**src/rtl/mm_bus_router.sv**
```systemverilog
// mm_bus_router
//   Routes single-outstanding request/response transactions from N_MASTER
//   masters to N_SLAVE address-decoded slaves.
//
//   Each master runs an IDLE / WAIT_RESP / ERR_RESP FSM. Each slave runs a
//   FREE / BUSY FSM with a registered owner and a round-robin pointer.
//   An unmapped address is granted at once and answered one cycle later
//   with an error response. No slave sees an unmapped request.
//
//   Handshake semantics:
//     request phase  - a transfer happens in the cycle where req and gnt are
//                      both 1. Master req/addr/we/be/wdata are forwarded
//                      combinationally to the selected slave, and the slave's
//                      gnt is reflected combinationally to that master.
//     response phase - a slave's rvalid, seen while the slave is BUSY, is
//                      forwarded in the same cycle to the owning master.
//                      A slave has no back-pressure on its response.
//
// Ports
//   clk, rst          clock; synchronous active-high reset
//   m_*_i / m_*_o     master side, packed per master (index m at slice m)
//   s_*_o / s_*_i     slave side, packed per slave (index k at slice k)
//   dbg_m_state       2-bit state of each master FSM (IDLE=0, WAIT=1, ERR=2)
//   dbg_s_state       state of each slave FSM (FREE=0, BUSY=1)
module mm_bus_router #(
    parameter int N_MASTER   = 3,
    parameter int N_SLAVE    = 3,
    parameter int ADDR_WIDTH = 32,
    parameter int DATA_WIDTH = 32,
    parameter logic [N_SLAVE*ADDR_WIDTH-1:0] START_ADDR =
        {32'h1A10_0000, 32'h0010_0000, 32'h0000_0000},
    parameter logic [N_SLAVE*ADDR_WIDTH-1:0] END_ADDR =
        {32'h1A11_FFFF, 32'h0FFF_FFFF, 32'h000F_FFFF}
) (
    input  logic                           clk,
    input  logic                           rst,
    input  logic [N_MASTER-1:0]            m_req_i,
    input  logic [N_MASTER*ADDR_WIDTH-1:0] m_addr_i,
    input  logic [N_MASTER-1:0]            m_we_i,
    input  logic [N_MASTER*DATA_WIDTH/8-1:0] m_be_i,
    input  logic [N_MASTER*DATA_WIDTH-1:0] m_wdata_i,
    output logic [N_MASTER-1:0]            m_gnt_o,
    output logic [N_MASTER-1:0]            m_rvalid_o,
    output logic [N_MASTER*DATA_WIDTH-1:0] m_rdata_o,
    output logic [N_MASTER-1:0]            m_err_o,
    output logic [N_SLAVE-1:0]             s_req_o,
    output logic [N_SLAVE*ADDR_WIDTH-1:0]  s_addr_o,
    output logic [N_SLAVE-1:0]             s_we_o,
    output logic [N_SLAVE*DATA_WIDTH/8-1:0] s_be_o,
    output logic [N_SLAVE*DATA_WIDTH-1:0]  s_wdata_o,
    input  logic [N_SLAVE-1:0]             s_gnt_i,
    input  logic [N_SLAVE-1:0]             s_rvalid_i,
    input  logic [N_SLAVE*DATA_WIDTH-1:0]  s_rdata_i,
    output logic [2*N_MASTER-1:0]          dbg_m_state,
    output logic [N_SLAVE-1:0]             dbg_s_state
);

    localparam int BW = DATA_WIDTH / 8;
    localparam int MW = (N_MASTER > 1) ? $clog2(N_MASTER) : 1;
    localparam int SW = (N_SLAVE > 1) ? $clog2(N_SLAVE) : 1;

    typedef enum logic [1:0] {
        M_IDLE      = 2'd0,
        M_WAIT_RESP = 2'd1,
        M_ERR_RESP  = 2'd2
    } m_state_t;

    typedef enum logic {
        S_FREE = 1'b0,
        S_BUSY = 1'b1
    } s_state_t;

    m_state_t m_state [N_MASTER];
    m_state_t m_state_next [N_MASTER];
    s_state_t s_state [N_SLAVE];
    s_state_t s_state_next [N_SLAVE];

    logic [MW-1:0] owner [N_SLAVE];
    logic [MW-1:0] owner_next [N_SLAVE];
    logic [MW-1:0] ptr [N_SLAVE];
    logic [MW-1:0] ptr_next [N_SLAVE];
    // Master left waiting on s_gnt_i=0 last cycle; it keeps the slave while
    // it still requests so a stalled request is never re-arbitrated.
    logic [MW-1:0] hold_idx [N_SLAVE];
    logic [MW-1:0] hold_idx_next [N_SLAVE];
    logic [N_SLAVE-1:0] hold_valid;
    logic [N_SLAVE-1:0] hold_valid_next;

    logic [N_MASTER-1:0] mapped;
    logic [SW-1:0]       dec_slave [N_MASTER];
    logic [N_MASTER-1:0] cand [N_SLAVE];
    logic [N_SLAVE-1:0]  sel_valid;
    logic [MW-1:0]       sel_idx [N_SLAVE];

    // Address decode; descending scan so the lowest matching region wins.
    always_comb begin
        for (int m = 0; m < N_MASTER; m++) begin
            mapped[m]    = 1'b0;
            dec_slave[m] = '0;
            for (int k = N_SLAVE - 1; k >= 0; k--) begin
                if (m_addr_i[m*ADDR_WIDTH +: ADDR_WIDTH] >= START_ADDR[k*ADDR_WIDTH +: ADDR_WIDTH] &&
                    m_addr_i[m*ADDR_WIDTH +: ADDR_WIDTH] <= END_ADDR[k*ADDR_WIDTH +: ADDR_WIDTH]) begin
                    mapped[m]    = 1'b1;
                    dec_slave[m] = SW'(k);
                end
            end
        end
    end

    // Masters eligible to compete for each slave.
    always_comb begin
        for (int s = 0; s < N_SLAVE; s++) begin
            cand[s] = '0;
            for (int m = 0; m < N_MASTER; m++) begin
                cand[s][m] = (m_state[m] == M_IDLE) && m_req_i[m] && mapped[m] &&
                             (int'(dec_slave[m]) == s);
            end
        end
    end

    // Round-robin selection, starting at the slave pointer.
    always_comb begin
        int idx;
        idx       = 0;
        sel_valid = '0;
        for (int s = 0; s < N_SLAVE; s++) begin
            sel_idx[s] = '0;
            if (s_state[s] == S_FREE) begin
                if (hold_valid[s]) begin
                    for (int m = 0; m < N_MASTER; m++) begin
                        if (hold_idx[s] == MW'(m) && cand[s][m]) begin
                            sel_valid[s] = 1'b1;
                            sel_idx[s]   = MW'(m);
                        end
                    end
                end
                for (int i = 0; i < N_MASTER; i++) begin
                    idx = int'(ptr[s]) + i;
                    if (idx >= N_MASTER) idx = idx - N_MASTER;
                    for (int m = 0; m < N_MASTER; m++) begin
                        if (!sel_valid[s] && idx == m && cand[s][m]) begin
                            sel_valid[s] = 1'b1;
                            sel_idx[s]   = MW'(m);
                        end
                    end
                end
            end
        end
    end

    // Slave-side request forwarding; data outputs are zero when not requesting.
    always_comb begin
        s_req_o   = '0;
        s_addr_o  = '0;
        s_we_o    = '0;
        s_be_o    = '0;
        s_wdata_o = '0;
        for (int s = 0; s < N_SLAVE; s++) begin
            for (int m = 0; m < N_MASTER; m++) begin
                if (sel_valid[s] && sel_idx[s] == MW'(m)) begin
                    s_req_o[s]                            = 1'b1;
                    s_addr_o[s*ADDR_WIDTH +: ADDR_WIDTH]  = m_addr_i[m*ADDR_WIDTH +: ADDR_WIDTH];
                    s_we_o[s]                             = m_we_i[m];
                    s_be_o[s*BW +: BW]                    = m_be_i[m*BW +: BW];
                    s_wdata_o[s*DATA_WIDTH +: DATA_WIDTH] = m_wdata_i[m*DATA_WIDTH +: DATA_WIDTH];
                end
            end
        end
    end

    // Master-side grant and response.
    always_comb begin
        m_gnt_o    = '0;
        m_rvalid_o = '0;
        m_err_o    = '0;
        m_rdata_o  = '0;
        for (int m = 0; m < N_MASTER; m++) begin
            if (m_state[m] == M_IDLE && m_req_i[m] && !mapped[m]) m_gnt_o[m] = 1'b1;
            if (m_state[m] == M_ERR_RESP) begin
                m_rvalid_o[m] = 1'b1;
                m_err_o[m]    = 1'b1;
            end
        end
        for (int s = 0; s < N_SLAVE; s++) begin
            for (int m = 0; m < N_MASTER; m++) begin
                if (sel_valid[s] && sel_idx[s] == MW'(m)) m_gnt_o[m] = s_gnt_i[s];
                if (s_state[s] == S_BUSY && s_rvalid_i[s] && owner[s] == MW'(m)) begin
                    m_rvalid_o[m]                         = 1'b1;
                    m_rdata_o[m*DATA_WIDTH +: DATA_WIDTH] = s_rdata_i[s*DATA_WIDTH +: DATA_WIDTH];
                end
            end
        end
    end

    // Next-state logic for master and slave FSMs.
    always_comb begin
        for (int m = 0; m < N_MASTER; m++) begin
            m_state_next[m] = m_state[m];
            case (m_state[m])
                M_IDLE: begin
                    if (m_gnt_o[m]) m_state_next[m] = mapped[m] ? M_WAIT_RESP : M_ERR_RESP;
                end
                M_WAIT_RESP: begin
                    if (m_rvalid_o[m]) m_state_next[m] = M_IDLE;
                end
                M_ERR_RESP: m_state_next[m] = M_IDLE;
                default:    m_state_next[m] = M_IDLE;
            endcase
        end
        for (int s = 0; s < N_SLAVE; s++) begin
            s_state_next[s]    = s_state[s];
            owner_next[s]      = owner[s];
            ptr_next[s]        = ptr[s];
            hold_idx_next[s]   = hold_idx[s];
            hold_valid_next[s] = 1'b0;
            case (s_state[s])
                S_FREE: begin
                    if (sel_valid[s]) begin
                        if (s_gnt_i[s]) begin
                            s_state_next[s] = S_BUSY;
                            owner_next[s]   = sel_idx[s];
                            ptr_next[s]     = (int'(sel_idx[s]) + 1 >= N_MASTER) ? '0
                                                                                  : sel_idx[s] + 1'b1;
                        end else begin
                            hold_valid_next[s] = 1'b1;
                            hold_idx_next[s]   = sel_idx[s];
                        end
                    end
                end
                S_BUSY: begin
                    if (s_rvalid_i[s]) s_state_next[s] = S_FREE;
                end
                default: s_state_next[s] = S_FREE;
            endcase
        end
    end

    always_ff @(posedge clk) begin
        if (rst) begin
            for (int m = 0; m < N_MASTER; m++) m_state[m] <= M_IDLE;
            for (int s = 0; s < N_SLAVE; s++) begin
                s_state[s]  <= S_FREE;
                owner[s]    <= '0;
                ptr[s]      <= '0;
                hold_idx[s] <= '0;
            end
            hold_valid <= '0;
        end else begin
            for (int m = 0; m < N_MASTER; m++) m_state[m] <= m_state_next[m];
            for (int s = 0; s < N_SLAVE; s++) begin
                s_state[s]  <= s_state_next[s];
                owner[s]    <= owner_next[s];
                ptr[s]      <= ptr_next[s];
                hold_idx[s] <= hold_idx_next[s];
            end
            hold_valid <= hold_valid_next;
        end
    end

    always_comb begin
        for (int m = 0; m < N_MASTER; m++) dbg_m_state[2*m +: 2] = m_state[m];
        for (int s = 0; s < N_SLAVE; s++) dbg_s_state[s] = s_state[s];
    end

endmodule

```
**config.mk**
```make
export PLATFORM = sky130hd
export DESIGN_NAME = mm_bus_router
export DESIGN_NICKNAME = d
export VERILOG_FILES = /design/src/rtl/mm_bus_router.sv
export SDC_FILE = /design/constraint.sdc
export NUM_CORES = 1
export LEC_CHECK = 0
export ABC_CLOCK_PERIOD_IN_PS = 7100
export BUFFER_PORTS_ARGS = -buffer_cell sky130_fd_sc_hd__buf_2
export CAP_MARGIN = 20
export CORE_AREA = 2 2 246 248
export CTS_BUF_LIST = sky130_fd_sc_hd__clkbuf_4 sky130_fd_sc_hd__clkbuf_8
export DETAILED_ROUTE_END_ITERATION = 12
export DIE_AREA = 0 0 248 250
export PLACE_DENSITY = 0.34
export SETUP_SLACK_MARGIN = 0.1
export SLEW_MARGIN = 20
export SYNTH_ARGS = -nofsm -noshare
export SYNTH_HDL_FRONTEND = slang
export SYNTH_SLANG_ARGS = --single-unit
export TNS_END_PERCENT = 50
```
**constraint.sdc**
```tcl
create_clock -name clk -period 7.1 [get_ports clk]
set_clock_uncertainty 0.15 [all_clocks]
set_input_delay 1.42 -clock clk [delete_from_list [all_inputs] [get_ports clk]]
set_output_delay 1.42 -clock clk [all_outputs]
set_load 0.02 [all_outputs]
```
==> flow_results.org <==
** Outcome
- The flow ran to the end, and the final reports show no timing, DRC or antenna violations.

** Drt
- Remaining antenna violation count after routing :: 0
- In the final routing, the length of wire on met1 measures ~23000 µm.
- Vias/cell :: 4.88
- The final layout contains routed wiring with a total length of ~60000 µm.
- Number of violations reported at the end of detailed-routing iteration 0 :: 832
- Sum of met3 wire segment lengths after detailed routing :: 4450 µm
- Max layer used :: met5
- Detail-routed net length per standard cell :: about 23 µm
- Detailed route wirelength on metal2 :: 31000 µm
- For this run, design rule violations remaining after detail routing come to 0.
- Detailed Routing Iterations Pass 1 :: 5
- Via count :: 13000

** Layout
- # nets final :: between 2000 and 2500
- After routing the design area is 12000 µm².
- Area Growth Syn to Fin :: 48.1%
- Leaving out filler cells and counting taps, the final layout contains 2663.
- In the final layout, the share of cells above drive strength 1 is 0.369.
- Layout Utilization :: 0.201

** Critical path
- STA classifies the critical path endpoint as an output port.
- The worst register-to-register path begins at ptr[0][0].
- STA classifies the critical path startpoint as a primary input.
- Endpoint of the worst register-to-register path :: ptr[0][1]
- Critical path data required time :: 5530 ps
- Worst-path maximum fanout :: 32
- R2R setup slack :: 3650 ps
- Worst Setup Path Type :: primary input to output port
- Arrival time worst endpoint :: around 4700 ps
- The number of cells on the worst reg-to-reg path is 10.

** Logic synthesis
- The share of synthesized area in the top cell type comes to 0.140.
- Sorting the synthesized cells by how often they occur yields sky130_fd_sc_hd__nand2_1, sky130_fd_sc_hd__a22oi_1, sky130_fd_sc_hd__o21ai_0.
- sky130_fd_sc_hd__a22oi_1 takes more of the synthesized area than any other cell.
- The synthesized design contains 30 register bits.
- By area the synthesized netlist is led by sky130_fd_sc_hd__a22oi_1, sky130_fd_sc_hd__nand2_1, sky130_fd_sc_hd__o21ai_0.
- Library cell with the highest instance count after synthesis :: sky130_fd_sc_hd__nand2_1
- Async set or reset register ratio after synthesis :: 0
- Summed instance area of the synthesized netlist :: around 8000 µm²
- Number of enable flip-flop cells after synthesis :: 0
- For this run, the number of Yosys warnings is 0.
- Syn Area/Cell :: between 6 and 7 µm²
- Counting every instance in the synthesized netlist gives 1347.
- The most used flip-flop cell after synthesis is sky130_fd_sc_hd__dfxtp_1.
- Sequential share of the synthesized area :: 0.0742
- Yosys mapped the design onto 76 distinct sky130hd cell types.

** Floorplan
- The initial utilization of the core area, before any placement, comes to 0.136.
- Die Span X :: between 200 and 250 µm
- In this run the vertical extent of the chip is around 250 µm.
- Number of cell rows :: 90
- The total area inside the core boundary comes to roughly 60000 µm².
- I/O pins :: approximately 640
- The floorplan step defined a die boundary enclosing 62000 µm².

** Clock tree
- The H-tree was split into 2 levels.
- TritonCTS built the clock tree.
- CTS resizes :: 0
- In this run the clock root is driven by a sky130_fd_sc_hd__clkbuf_8.
- TritonCTS Buffers :: 5
- In this run the deepest clock path goes through 2 buffers.
- The number of setup buffers added after CTS is 0.
- Count of hold-fix buffers inserted at cts :: 0
- Clock network latency to the later pin of the worst-skew pair :: ~290 ps
- For this design, the sink count on the clock tree is 30.
- Reg clk slew, reported paths :: about 70 ps

** Place
- The congestion estimate from routability-driven global placement came to ~0.91.
- DP Area :: 11900 µm²
- # port buffers :: just over 600
- Once placement completed, the tool counted placed cells totaling between 2000 and 3000.
- The HPWL after detailed placement is 47200 µm.

** GRT
- Entering global routing, the biggest net connects 71 pins.
- Antenna violations before repair :: 7
- Vias in the first global route :: between 10000 and 15000
- The first global-routing pass estimated about 86000 µm of wire.
- After global routing the overflow that remains totals 0.
- Overall track demand over capacity in global routing :: 0.182

** Min path
- The worst hold path begins at ptr[0][4].
- Hold Path End :: ptr[0][4]
- Worst min-delay path class :: flop to flop
- Hold Path Cell Cnt :: 2

** Timing
- Worst rel slew slack :: 0.435
- Final sum of negative setup slack :: 0 ps
- Achievable clock frequency :: roughly 0.16 GHz
- Setup repair after global routing left no endpoint under its margin.
- Worst Tran Pin Value :: 847 ps
- Setup violations remaining at the end of the flow were counted as 0.
- The final-report hold violation count was 0.
- Fraction of the cycle the final worst path needs :: 0.883
- The number of slew-limit violations in the final report is 0.
- Time the worst path needs with I/O delays and setup :: roughly 6300 ps

** Power and ir drop
- IR analysis of the VDD net gives a maximum drop of roughly 49 µV.
- Reported leakage power :: around 5.8 nW
- For this design the ratio of total power to cell area is 53.2 nW/µm².

** Flow run
- Max-Cap Viols :: 0
==> layout make-up <==
| class | count | area (µm²) |
|---|---|---|
| Antenna cell | 4 | 10.0 |
| Clock buffer | 6 | 82.6 |
| Clock inverter | 2 | 12.5 |
| Fill cell | 6947 | 47600 |
| Inverter | 27 | 101 |
| Multi-Input combinational cell | 1166 | 6780 |
| Sequential cell | 30 | 601 |
| Tap cell | 782 | 978 |
| Timing Repair Buffer | 646 | 3410 |
==> kinds of logic (layout without fill, tap and decap cells) <==
group                    after synthesis  in the layout  share of synthesized area
AND/OR/NAND/NOR                      561            561                      0.315
AO/OA/AOI/OAI                        512            512                      0.422
buffers and inverters                177            681                      0.105
flip-flops                            30             30                     0.0742
adder cells (fa/ha/maj)                6              6                    0.00928
multiplexers                          60             60                     0.0742
other                                  1             31                   0.000464
==> sequential cells by signal, summed over array words and instances, names as in the netlist <==
register    count
ptr             6
hold_idx        6
m_state         6
owner           6
s_state         3
hold_valid      3
==> power breakdown <==
part	internal, mW	switching [mW]
registers	0.170	0.00307
logic	0.118	0.191
clock network	0.0780	0.0769
==> per-stage QoR <==
step	hold slack [ps]	power, mW	setup slack (ps)
after floorplan	303	0.300	1590
after global placement	320	0.482	833
final	329	0.637	834
after global routing	364	0.675	505
after CTS	334	0.640	749
after detailed placement	323	0.484	754
==> worst max-delay path by stage <==
stage	startpoint	to	slack, ps	cells past startpoint
floorplan	m_addr_i[56]	s_be_o[0]	1590	8
global placement	m_addr_i[24]	s_wdata_o[74]	830	11
detailed placement	m_addr_i[24]	s_wdata_o[74]	750	11
CTS	m_addr_i[24]	s_wdata_o[74]	750	11
global route	m_addr_i[24]	s_wdata_o[74]	500	11
finish	m_addr_i[24]	s_addr_o[74]	830	11
==> cell usage in the layout (no fill, tap or decap), drive strengths merged, types with 24 or more instances in the layout <==
cell,synthesis,routed
a22oi,151,151
mux2i,60,60
a21oi,32,32
o21ai,180,180
nor3,24,24
nor2,126,126
conb,1,27
a31oi,37,37
buf,60,646
nand2,276,276
o31ai,40,40
dfxtp,30,30
inv,27,27
nand3,43,43
a221oi,33,33
==> critical path: stages <==
cell	delay [ps]
sky130_fd_sc_hd__buf_2	110
sky130_fd_sc_hd__nor4_1	560
sky130_fd_sc_hd__nand4b_1	330
sky130_fd_sc_hd__nor3_2	390
sky130_fd_sc_hd__a221oi_1	190
sky130_fd_sc_hd__o2111ai_1	270
sky130_fd_sc_hd__and2_2	480
sky130_fd_sc_hd__buf_12	260
sky130_fd_sc_hd__a22oi_1	90
sky130_fd_sc_hd__o21ai_0	310
sky130_fd_sc_hd__buf_2	230
==> layer usage <==
layer | up-vias | track usage
met5 | - | 0
met4 | 2 | 0.0582
met3 | 79 | 0.0313
met2 | 666 | 0.334
met1 | 6238 | 0.210
li1 | 6002 | -
Power figures use the tool's default switching activity.
